==> src/rtl/match_event_pkg.sv <==
// rtl/match_event_pkg.sv - shared record type, run-length limit and FSM states for the match logger
package match_event_pkg;

  // Width of the timestamp field carried in each stored record
  localparam int EVT_TS_W = 32;

  // Longest run a single record can describe; longer runs are split
  localparam logic [7:0] RUN_LEN_MAX = 8'd255;

  typedef struct packed {
    logic [EVT_TS_W-1:0] timestamp;
    logic                mode;
    logic [7:0]          run_len;
  } match_evt_t;

  typedef enum logic {
    IDLE = 1'b0,
    RUN  = 1'b1
  } run_state_t;

endpackage

==> src/rtl/match_evt_fifo.sv <==
// rtl/match_evt_fifo.sv - synchronous event-record FIFO with flush and occupancy count
module match_evt_fifo
  import match_event_pkg::*;
#(
  parameter int DEPTH = 8
) (
  input  logic                   clk,
  input  logic                   rst,
  input  logic                   i_flush,
  input  logic                   i_push,
  input  match_evt_t             i_push_data,
  input  logic                   i_pop,
  output match_evt_t             o_head_data,
  output logic                   o_full,
  output logic                   o_empty,
  output logic [$clog2(DEPTH):0] o_count
);

  localparam int AW = $clog2(DEPTH);

  match_evt_t       r_mem [DEPTH];
  logic [AW-1:0]    r_wr_ptr;
  logic [AW-1:0]    r_rd_ptr;
  logic [AW:0]      r_count;
  logic             w_do_pop;
  logic             w_do_push;

  assign o_empty     = (r_count == '0);
  assign o_full      = (r_count == (AW+1)'(DEPTH));
  assign o_count     = r_count;
  assign o_head_data = r_mem[r_rd_ptr];

  // A pop frees the head slot in the same cycle, so a push into a full FIFO is accepted then
  assign w_do_pop  = i_pop & ~o_empty;
  assign w_do_push = i_push & (~o_full | w_do_pop);

  // Record storage; contents are only observed while the FIFO is non-empty, so no reset is needed
  always_ff @(posedge clk) begin
    if (w_do_push && !i_flush) begin
      r_mem[r_wr_ptr] <= i_push_data;
    end
  end

  // Pointers and occupancy; flush wins over any push or pop in the same cycle
  always_ff @(posedge clk or posedge rst) begin
    if (rst) begin
      r_wr_ptr <= '0;
      r_rd_ptr <= '0;
      r_count  <= '0;
    end else if (i_flush) begin
      r_wr_ptr <= '0;
      r_rd_ptr <= '0;
      r_count  <= '0;
    end else begin
      if (w_do_push) r_wr_ptr <= r_wr_ptr + 1'b1;
      if (w_do_pop)  r_rd_ptr <= r_rd_ptr + 1'b1;
      case ({w_do_push, w_do_pop})
        2'b10:   r_count <= r_count + 1'b1;
        2'b01:   r_count <= r_count - 1'b1;
        default: r_count <= r_count;
      endcase
    end
  end

endmodule

==> src/rtl/match_event_logger.sv <==
// rtl/match_event_logger.sv - turns pattern_match runs into timestamped records with saturating statistics
module match_event_logger
  import match_event_pkg::*;
#(
  parameter int DEPTH = 8,
  parameter int TS_W  = EVT_TS_W,
  parameter int CNT_W = 16
) (
  input  logic                   clk,
  input  logic                   rst,
  input  logic                   enable,
  input  logic                   clear,
  input  logic                   pattern_match,
  input  logic                   mode_select,
  output logic                   evt_valid,
  input  logic                   evt_ready,
  output logic [TS_W-1:0]        evt_timestamp,
  output logic                   evt_mode,
  output logic [7:0]             evt_run_len,
  output logic [CNT_W-1:0]       match_count,
  output logic [CNT_W-1:0]       drop_count,
  output logic                   overflow,
  output logic [$clog2(DEPTH):0] fill_level
);

  run_state_t       r_state;
  run_state_t       w_state_nxt;
  logic [TS_W-1:0]  r_ts;
  logic [TS_W-1:0]  r_start_ts;
  logic             r_start_mode;
  logic [7:0]       r_len;
  logic [CNT_W-1:0] r_match_count;
  logic [CNT_W-1:0] r_drop_count;
  logic             r_overflow;
  logic             w_in;
  logic             w_push;
  logic             w_start;
  logic             w_len_inc;
  logic             w_pop;
  logic             w_drop;
  logic             w_full;
  logic             w_empty;
  match_evt_t       w_rec;
  match_evt_t       w_head;

  assign w_in   = pattern_match & enable;
  assign w_pop  = ~w_empty & evt_ready;
  assign w_drop = w_push & w_full & ~w_pop;

  // Pack the run currently being closed into a FIFO record
  always_comb begin
    w_rec           = '0;
    w_rec.timestamp = EVT_TS_W'(r_start_ts);
    w_rec.mode      = r_start_mode;
    w_rec.run_len   = r_len;
  end

  // Free-running timestamp; only reset restarts it
  always_ff @(posedge clk or posedge rst) begin
    if (rst) r_ts <= '0;
    else     r_ts <= r_ts + 1'b1;
  end

  // Run FSM state register
  always_ff @(posedge clk or posedge rst) begin
    if (rst) r_state <= IDLE;
    else     r_state <= w_state_nxt;
  end

  // Run FSM decisions: start, extend, close, or split a run at the length limit
  always_comb begin
    w_state_nxt = r_state;
    w_push      = 1'b0;
    w_start     = 1'b0;
    w_len_inc   = 1'b0;
    case (r_state)
      IDLE: begin
        if (w_in) begin
          w_state_nxt = RUN;
          w_start     = 1'b1;
        end
      end
      RUN: begin
        if (!w_in) begin
          w_push      = 1'b1;
          w_state_nxt = IDLE;
        end else if (r_len == RUN_LEN_MAX) begin
          w_push  = 1'b1;
          w_start = 1'b1;
        end else begin
          w_len_inc = 1'b1;
        end
      end
      default: w_state_nxt = IDLE;
    endcase
    if (clear) begin
      w_state_nxt = IDLE;
      w_push      = 1'b0;
      w_start     = 1'b0;
      w_len_inc   = 1'b0;
    end
  end

  // Context of the run in progress, captured at its first cycle
  always_ff @(posedge clk or posedge rst) begin
    if (rst) begin
      r_start_ts   <= '0;
      r_start_mode <= 1'b0;
      r_len        <= '0;
    end else if (w_start) begin
      r_start_ts   <= r_ts;
      r_start_mode <= mode_select;
      r_len        <= 8'd1;
    end else if (w_len_inc) begin
      r_len <= r_len + 1'b1;
    end
  end

  // Saturating run/drop statistics and the sticky overflow flag
  always_ff @(posedge clk or posedge rst) begin
    if (rst) begin
      r_match_count <= '0;
      r_drop_count  <= '0;
      r_overflow    <= 1'b0;
    end else if (clear) begin
      r_match_count <= '0;
      r_drop_count  <= '0;
      r_overflow    <= 1'b0;
    end else begin
      if (w_push && r_match_count != '1) r_match_count <= r_match_count + 1'b1;
      if (w_drop) begin
        r_overflow <= 1'b1;
        if (r_drop_count != '1) r_drop_count <= r_drop_count + 1'b1;
      end
    end
  end

  match_evt_fifo #(.DEPTH(DEPTH)) u_fifo (
    .clk         (clk),
    .rst         (rst),
    .i_flush     (clear),
    .i_push      (w_push),
    .i_push_data (w_rec),
    .i_pop       (w_pop),
    .o_head_data (w_head),
    .o_full      (w_full),
    .o_empty     (w_empty),
    .o_count     (fill_level)
  );

  assign evt_valid     = ~w_empty;
  assign evt_timestamp = w_empty ? '0 : TS_W'(w_head.timestamp);
  assign evt_mode      = w_empty ? 1'b0 : w_head.mode;
  assign evt_run_len   = w_empty ? 8'd0 : w_head.run_len;
  assign match_count   = r_match_count;
  assign drop_count    = r_drop_count;
  assign overflow      = r_overflow;

endmodule

==> config.mk <==
export PLATFORM = sky130hd
export DESIGN_NAME = match_event_logger
export DESIGN_NICKNAME = d
export VERILOG_FILES = /design/src/rtl/match_event_pkg.sv /design/src/rtl/match_evt_fifo.sv /design/src/rtl/match_event_logger.sv
export SDC_FILE = /design/constraint.sdc
export NUM_CORES = 1
export LEC_CHECK = 0
export ABC_AREA = 1
export BUFFER_PORTS_ARGS = -buffer_cell sky130_fd_sc_hd__buf_2
export CAP_MARGIN = 15
export CORE_UTILIZATION = 52
export DETAILED_ROUTE_END_ITERATION = 7
export PLACE_DENSITY = 0.76
export SYNTH_ARGS = -nofsm -noshare
export SYNTH_HDL_FRONTEND = slang
export SYNTH_SLANG_ARGS = --single-unit
==> constraint.sdc <==
create_clock -name clk -period 5.15 [get_ports clk]
set_clock_uncertainty 0.15 [all_clocks]
set_input_delay 0.515 -clock clk [delete_from_list [all_inputs] [get_ports clk]]
set_output_delay 0.515 -clock clk [all_outputs]
set_load 0.03 [all_outputs]
After elaboration in Yosys (flattened, before gate mapping) --
Memory sizes are Yosys's and may differ from the RTL's. Cells that the tools add are included.
Word-level totals: bits in registers 117, memories kept 1, logic and storage cells 82, RAM bits 328
Cells by class: equal/unequal tests 6, bitwise logic cells 11, muxes and demuxes 33, reduce and logical (&&, ||, !) cells 12, add/sub/neg operators 8
Memory list:
- u_fifo.r_mem | depth 8, bits a word 41, read ports 1, clocked after memory_dff 0, write ports 1, line match_evt_fifo.sv:21 | match_evt_t r_mem [DEPTH];
Operators with widths (count):
- 16-bit two-way mux | 5
- 16-bit by 1-bit adder with 16-bit output (second input constant) | 2
- 32-bit by 1-bit adder with 32-bit output (second input constant) | 1
- 32-bit two-way mux | 1
- 16-bit != test (second input constant) | 2
- 8-bit two-way mux | 3
- 1-bit two-way mux | 17
- 3-bit two-way mux | 4
- 2-bit nonzero test | 6
- 8-bit by 1-bit adder with 8-bit output (second input constant) | 1
- 8-bit equality test (second input constant) | 1
- 4-bit one-hot mux with 2 select lines | 1
- 3-bit by 1-bit adder with 3-bit output (second input constant) | 2
- 1-bit bitwise AND | 6
- 4-bit by 1-bit adder with 4-bit output (second input constant) | 1
- 4-bit equality test (second input constant) | 1
- 4-bit logical NOT | 1
- 4-bit two-way mux | 1
- 1-bit NOT | 4
- 4-bit by 1-bit subtractor with 4-bit output (second input constant) | 1
- 3-bit nonzero test | 1
- 2-bit by 1-bit equality test with 1-bit output (second input constant) | 1
- 2-bit equality test (second input constant) | 1
- 1-bit logical AND | 2
- other kinds (4) | 4

Logic depth before layout (Yosys ltp) --
word-level depth 9, mapped depth 17, gate-level depth less buffers 17

Hierarchy --
A second synthesis with hierarchy kept.
Second synthesis, totals: cell total of the unflattened synthesis 1893, area total of the unflattened synthesis 19397.4 um2
Modules (own cells, without submodules):
- match_evt_fifo | area an instance 13497.9 um2, instances 1, cells an instance 1104, seq. area each 10099.7 um2
- match_event_logger | area an instance 5899.4 um2, instances 1, cells an instance 789, seq. area each 2677.6 um2

Worst setup path after synthesis --
Ideal clock, no wire load.
path type flip-flop to flip-flop, start register r_len[0], end memory u_fifo.r_mem[1][0] (netlist name), enable pin, arrival time 3.031 ns, buffers on the path 0, setup slack 1.529 ns, stages on the path, launching flop included 10, cell sequence dfrtp_1 > ha_1 > nand2_1 > nor2_2 > nand2_4 > nand2_4 > nand2_4 > nor2_4 > nand2_1 > nor2_1
On the way: word-level cells in the longest chain between the ends 9
RTL lines:
- start: declaration | line match_event_logger.sv:31 | logic [7:0] r_len;
- start signal: assignment | line match_event_logger.sv:115 | r_len <= r_len + 1'b1;
- 8-bit equality test | line match_event_logger.sv:87 | end else if (r_len == RUN_LEN_MAX) begin
- 1-bit two-way mux | line match_event_logger.sv:87
- 1-bit two-way mux | line match_event_logger.sv:84 | if (!w_in) begin
- 1-bit two-way mux | line match_event_logger.sv:76 | case (r_state)
- 1-bit two-way mux | line match_event_logger.sv:96 | if (clear) begin
- 1-bit bitwise AND | line match_evt_fifo.sv:35 | assign w_do_push = i_push & (~o_full | w_do_pop);
- 1-bit logical AND | line match_evt_fifo.sv:39 | if (w_do_push && !i_flush) begin
- 1-bit two-way mux | line match_evt_fifo.sv:39
- 1-bit two-way mux (not written as such) | line match_evt_fifo.sv:40 | r_mem[r_wr_ptr] <= i_push_data;
- end: declaration | line match_evt_fifo.sv:21
No other way between the ends.

Worst setup path in the final report --
start register u_fifo.r_rd_ptr[0], end output evt_timestamp[22]
On the way: word-level cells in the longest chain between the ends 2
RTL lines:
- start: declaration | line match_evt_fifo.sv:23 | logic [AW-1:0] r_rd_ptr;
- start signal: assignment | line match_evt_fifo.sv:56 | if (w_do_pop) r_rd_ptr <= r_rd_ptr + 1'b1;
- memory 8 x 41 bit
- 32-bit two-way mux | line match_event_logger.sv:152 | assign evt_timestamp = w_empty ? '0 : TS_W'(w_head.timestamp);
- end: declaration | line match_event_logger.sv:17 | output logic [TS_W-1:0] evt_timestamp,
No other way between the ends.

==> flow_metrics.tcl <==
set metrics [dict create \
    postSynth.asyncResetShare_pct 26.29 \
    power.share.sequential_pct 41.4 \
    die_h_um 192.3 \
    dp_hpwl_um 24190 \
    p_clk_share_pct 33.3 \
    area_growth_pct 12.24 \
    max_freq_mhz 234.5 \
    pwr-share-comb_pct 25.2 \
    finalHoldViolations 0 \
    path_class "flop to output port" \
    grt_max_degree 107 \
    drive_gt1_share_pct 12.16 \
    hold_path.class "input pin to flop" \
    fin_crit_ps 4264 \
    intPower_w 0.006569 \
    synth_edf_count 328 \
    cts_buffers 44 \
    routed_wl_um 41870 \
    met2_wirelength_um 19910 \
    yosysTopAreaCell "edfxtp_1" \
    via_per_inst 5.684 \
    multiInputGateArea_sq_um 5405 \
    wl_met1_um 17660 \
    hold-path-endpoint "r_start_mode" \
    r2r-end "u_fifo.r_mem[7][12]" \
    wl_per_cell_um 18.45 \
    place_worst_setup_slack_ps 1488 \
    synth_ff_type "edfxtp_1" \
    nets 1789 \
    root_buffer "clkbuf_16" \
    worstSkewPairLatency_ps 550 \
    synthesis.nets 1720 \
    power_density_nw_per_um2 468.6 \
    synth_cell_type_count 40 \
    cp-end-kind "output port" \
    postCtsSetupBuffers 0 \
    finalSetupTns_ps 0 \
    p_leak_nw 8.123 \
    setup_viol 0 \
    fp.dieW_um 192.3 \
    coreArea_sq_um 35570 \
    fp-row-count 69 \
    clock_sinks 445 \
    dieArea_sq_um 36970 \
    dr_wl_met3_um 2878 \
    fin_ws_ps 886.0 \
    p_sw_w 0.003333 \
    hold_depth 3 \
    avgSynthCellArea_sq_um 11.05 \
    worstPathMaxFanout 106 \
    grt_pass1_vias 12240 \
    cts.clk_slew.worst_paths_ps 60 \
    yosys-top-cells-area "edfxtp_1 52%, dfrtp_1 16%, nor2_1 7.6%" \
    firstDrtPassIters 6 \
    holdCritStartpoint "mode_select" \
    cts_buffer_depth 3 \
    start_util_pct 52.93 \
    vias 12900 \
    design_power_total_w 0.009902 \
    gp_congestion 0.8736 \
    cp-start-kind "flop" \
    yosysMostFrequentCell "nor2_1" \
    drt-initial-drc-count 1209 \
    p_sw_share_pct 33.66 \
    drtAntennaViolNets 0 \
    slew_violations 0 \
    cp.arrival_ps 3600 \
    fin_area_sq_um 21130 \
    vdd_ir_drop_max_mv 0.2922 \
    htreeDepth 2 \
    yosys.area.top_type_share_pct 52.32 \
    worstPathRequired_ps 4490 \
    grt_pass1_wl_um 65580 \
    netlist_instances 1704 \
    seqCellArea_sq_um 12790 \
    max_cap_viol_count 0 \
    numPortBuffers 85 \
    syn_area_sq_um 18830 \
    yosys_register_bits 445 \
    synthTopCellsByCount "383 x nor2_1, 328 x edfxtp_1, 221 x nand2_1, 221 x o21ai_0, 117 x dfrtp_1" \
    fill_cells 2781 \
    overflow 0 \
    fin_crit_sh_pct 82.80 \
    antenna_cells 0 \
    r2r_start "r_len[0]" \
    io_pins 86 \
    placed_cell_area_sq_um 19630 \
    cts_tree "built" \
    antenna_found_initial 0 \
    status "completed" \
    reg2regPathDepth 10 \
    fin_util_pct 59.41 \
    rsz0062_at_grt "false" \
    worstMarginPinSlew_ps 1085 \
    gr-usage-all-layers_pct 22.91 \
    rrSetupSlack_ps 1640 \
    slew_headroom_pct 27.63 \
    highest_layer "met4" \
    ys_warn_count 0 \
    seq_area_frac_synth_pct 67.87 \
    drc 0 \
]
[kinds of logic (layout without fill, tap and decap cells)]
| kind of cell | Yosys count | count (layout) | share of synthesized area (%) |
|---|---|---|---|
| AND/OR/NAND/NOR | 738 | 738 | 16.48 |
| flip-flops | 445 | 445 | 67.87 |
| AO/OA/AOI/OAI | 307 | 307 | 9.092 |
| buffers and inverters | 157 | 262 | 3.688 |
| XOR/XNOR | 48 | 48 | 2.233 |
| adder cells (fa/ha/maj) | 9 | 9 | 0.6380 |
[worst max-delay path by stage]
stage                             from           endpoint  depth (start not counted)
floorplan                          rst      drop_count[0]                          1
global placement    u_fifo.r_rd_ptr[0]  evt_timestamp[22]                          7
detailed placement  u_fifo.r_rd_ptr[0]  evt_timestamp[13]                          7
CTS                 u_fifo.r_rd_ptr[0]  evt_timestamp[13]                          7
global route        u_fifo.r_rd_ptr[0]  evt_timestamp[13]                          7
finish              u_fifo.r_rd_ptr[0]  evt_timestamp[22]                          7
[worst max-delay path, stage by stage (launching register included)]
cell     delay, ps
dfrtp_4        780
inv_4          920
buf_4          510
nor2_1          80
o21ai_0        200
o21ai_0        100
nor2_1         170
buf_2          220
[registers in the layout (all words and copies together) (netlist names), 4 cells and up]
signal / cells
drop_count: 16
match_count: 16
r_len: 8
r_start_ts: 32
r_ts: 32
u_fifo.o_count: 4
u_fifo.r_mem: 328
[power groups by stage]
stage	Sequential [W]	Clock [W]	Combinational (W)
detailed placement	0.00418	0	0.00248
global route	0.00412	0.00348	0.00276
finish	0.00410	0.00330	0.00250
global placement	0.00417	0	0.00243
floorplan	0.00405	0	0.00191
CTS	0.00410	0.00335	0.00250
[cells in the final DEF (no fill, tap or decap), types with 3 or more instances in the layout]
cell type and count:
clkbuf_1 9, ha_1 8, o21ai_0 221, buf_4 20, nand2_4 3, nor2_1 379
nand2_1 221, bufinv_16 6, o32ai_1 41, xnor2_1 5, nor3_1 25, inv_2 3
nand3b_1 8, edfxtp_1 328, xor2_1 43, clkbuf_16 46, clkinv_2 11, nand4_1 21
nand3_1 48, o21ai_1 31, clkinv_1 5, inv_1 68, a21oi_1 7, buf_2 85
inv_4 3, dfrtp_1 114, nor3_2 5, nor2_2 8, nor2_4 13
[stage by stage]
stage                     cells  hold slack (ps)
after CTS                  2270            2.242
after floorplan            1704            283.6
after global placement     2187            307.8
final                      2270            21.32
after detailed placement   2187            310.2
after global routing       2270            31.69
[metal layers]
layer | vias up | global-route usage, %
met5 | - | 0
met4 | 0 | 9.025
met3 | 107 | 3.473
met2 | 492 | 36.65
met1 | 6262 | 31.64
li1 | 6042 | -
[layout make-up]
| type | instances | share of cell area (%) |
|---|---|---|
| multi-input cells | 1102 | 25.58 |
| clock buffers | 57 | 5.738 |
| flip-flops and latches | 445 | 60.51 |
| well taps | 461 | 2.730 |
| clock inverters | 25 | 1.332 |
| repair buffers | 106 | 2.771 |
| inverters | 74 | 1.338 |
[repair_timing]
| action | 4_1_cts | 5_1_grt |
|---|---|---|
| hold buffers | 1 | 0 |
| resized for setup | 0 | 0 |
| endpoints found under the hold margin | 51 | 0 |
No activity file was read; power rests on OpenSTA's default activity.
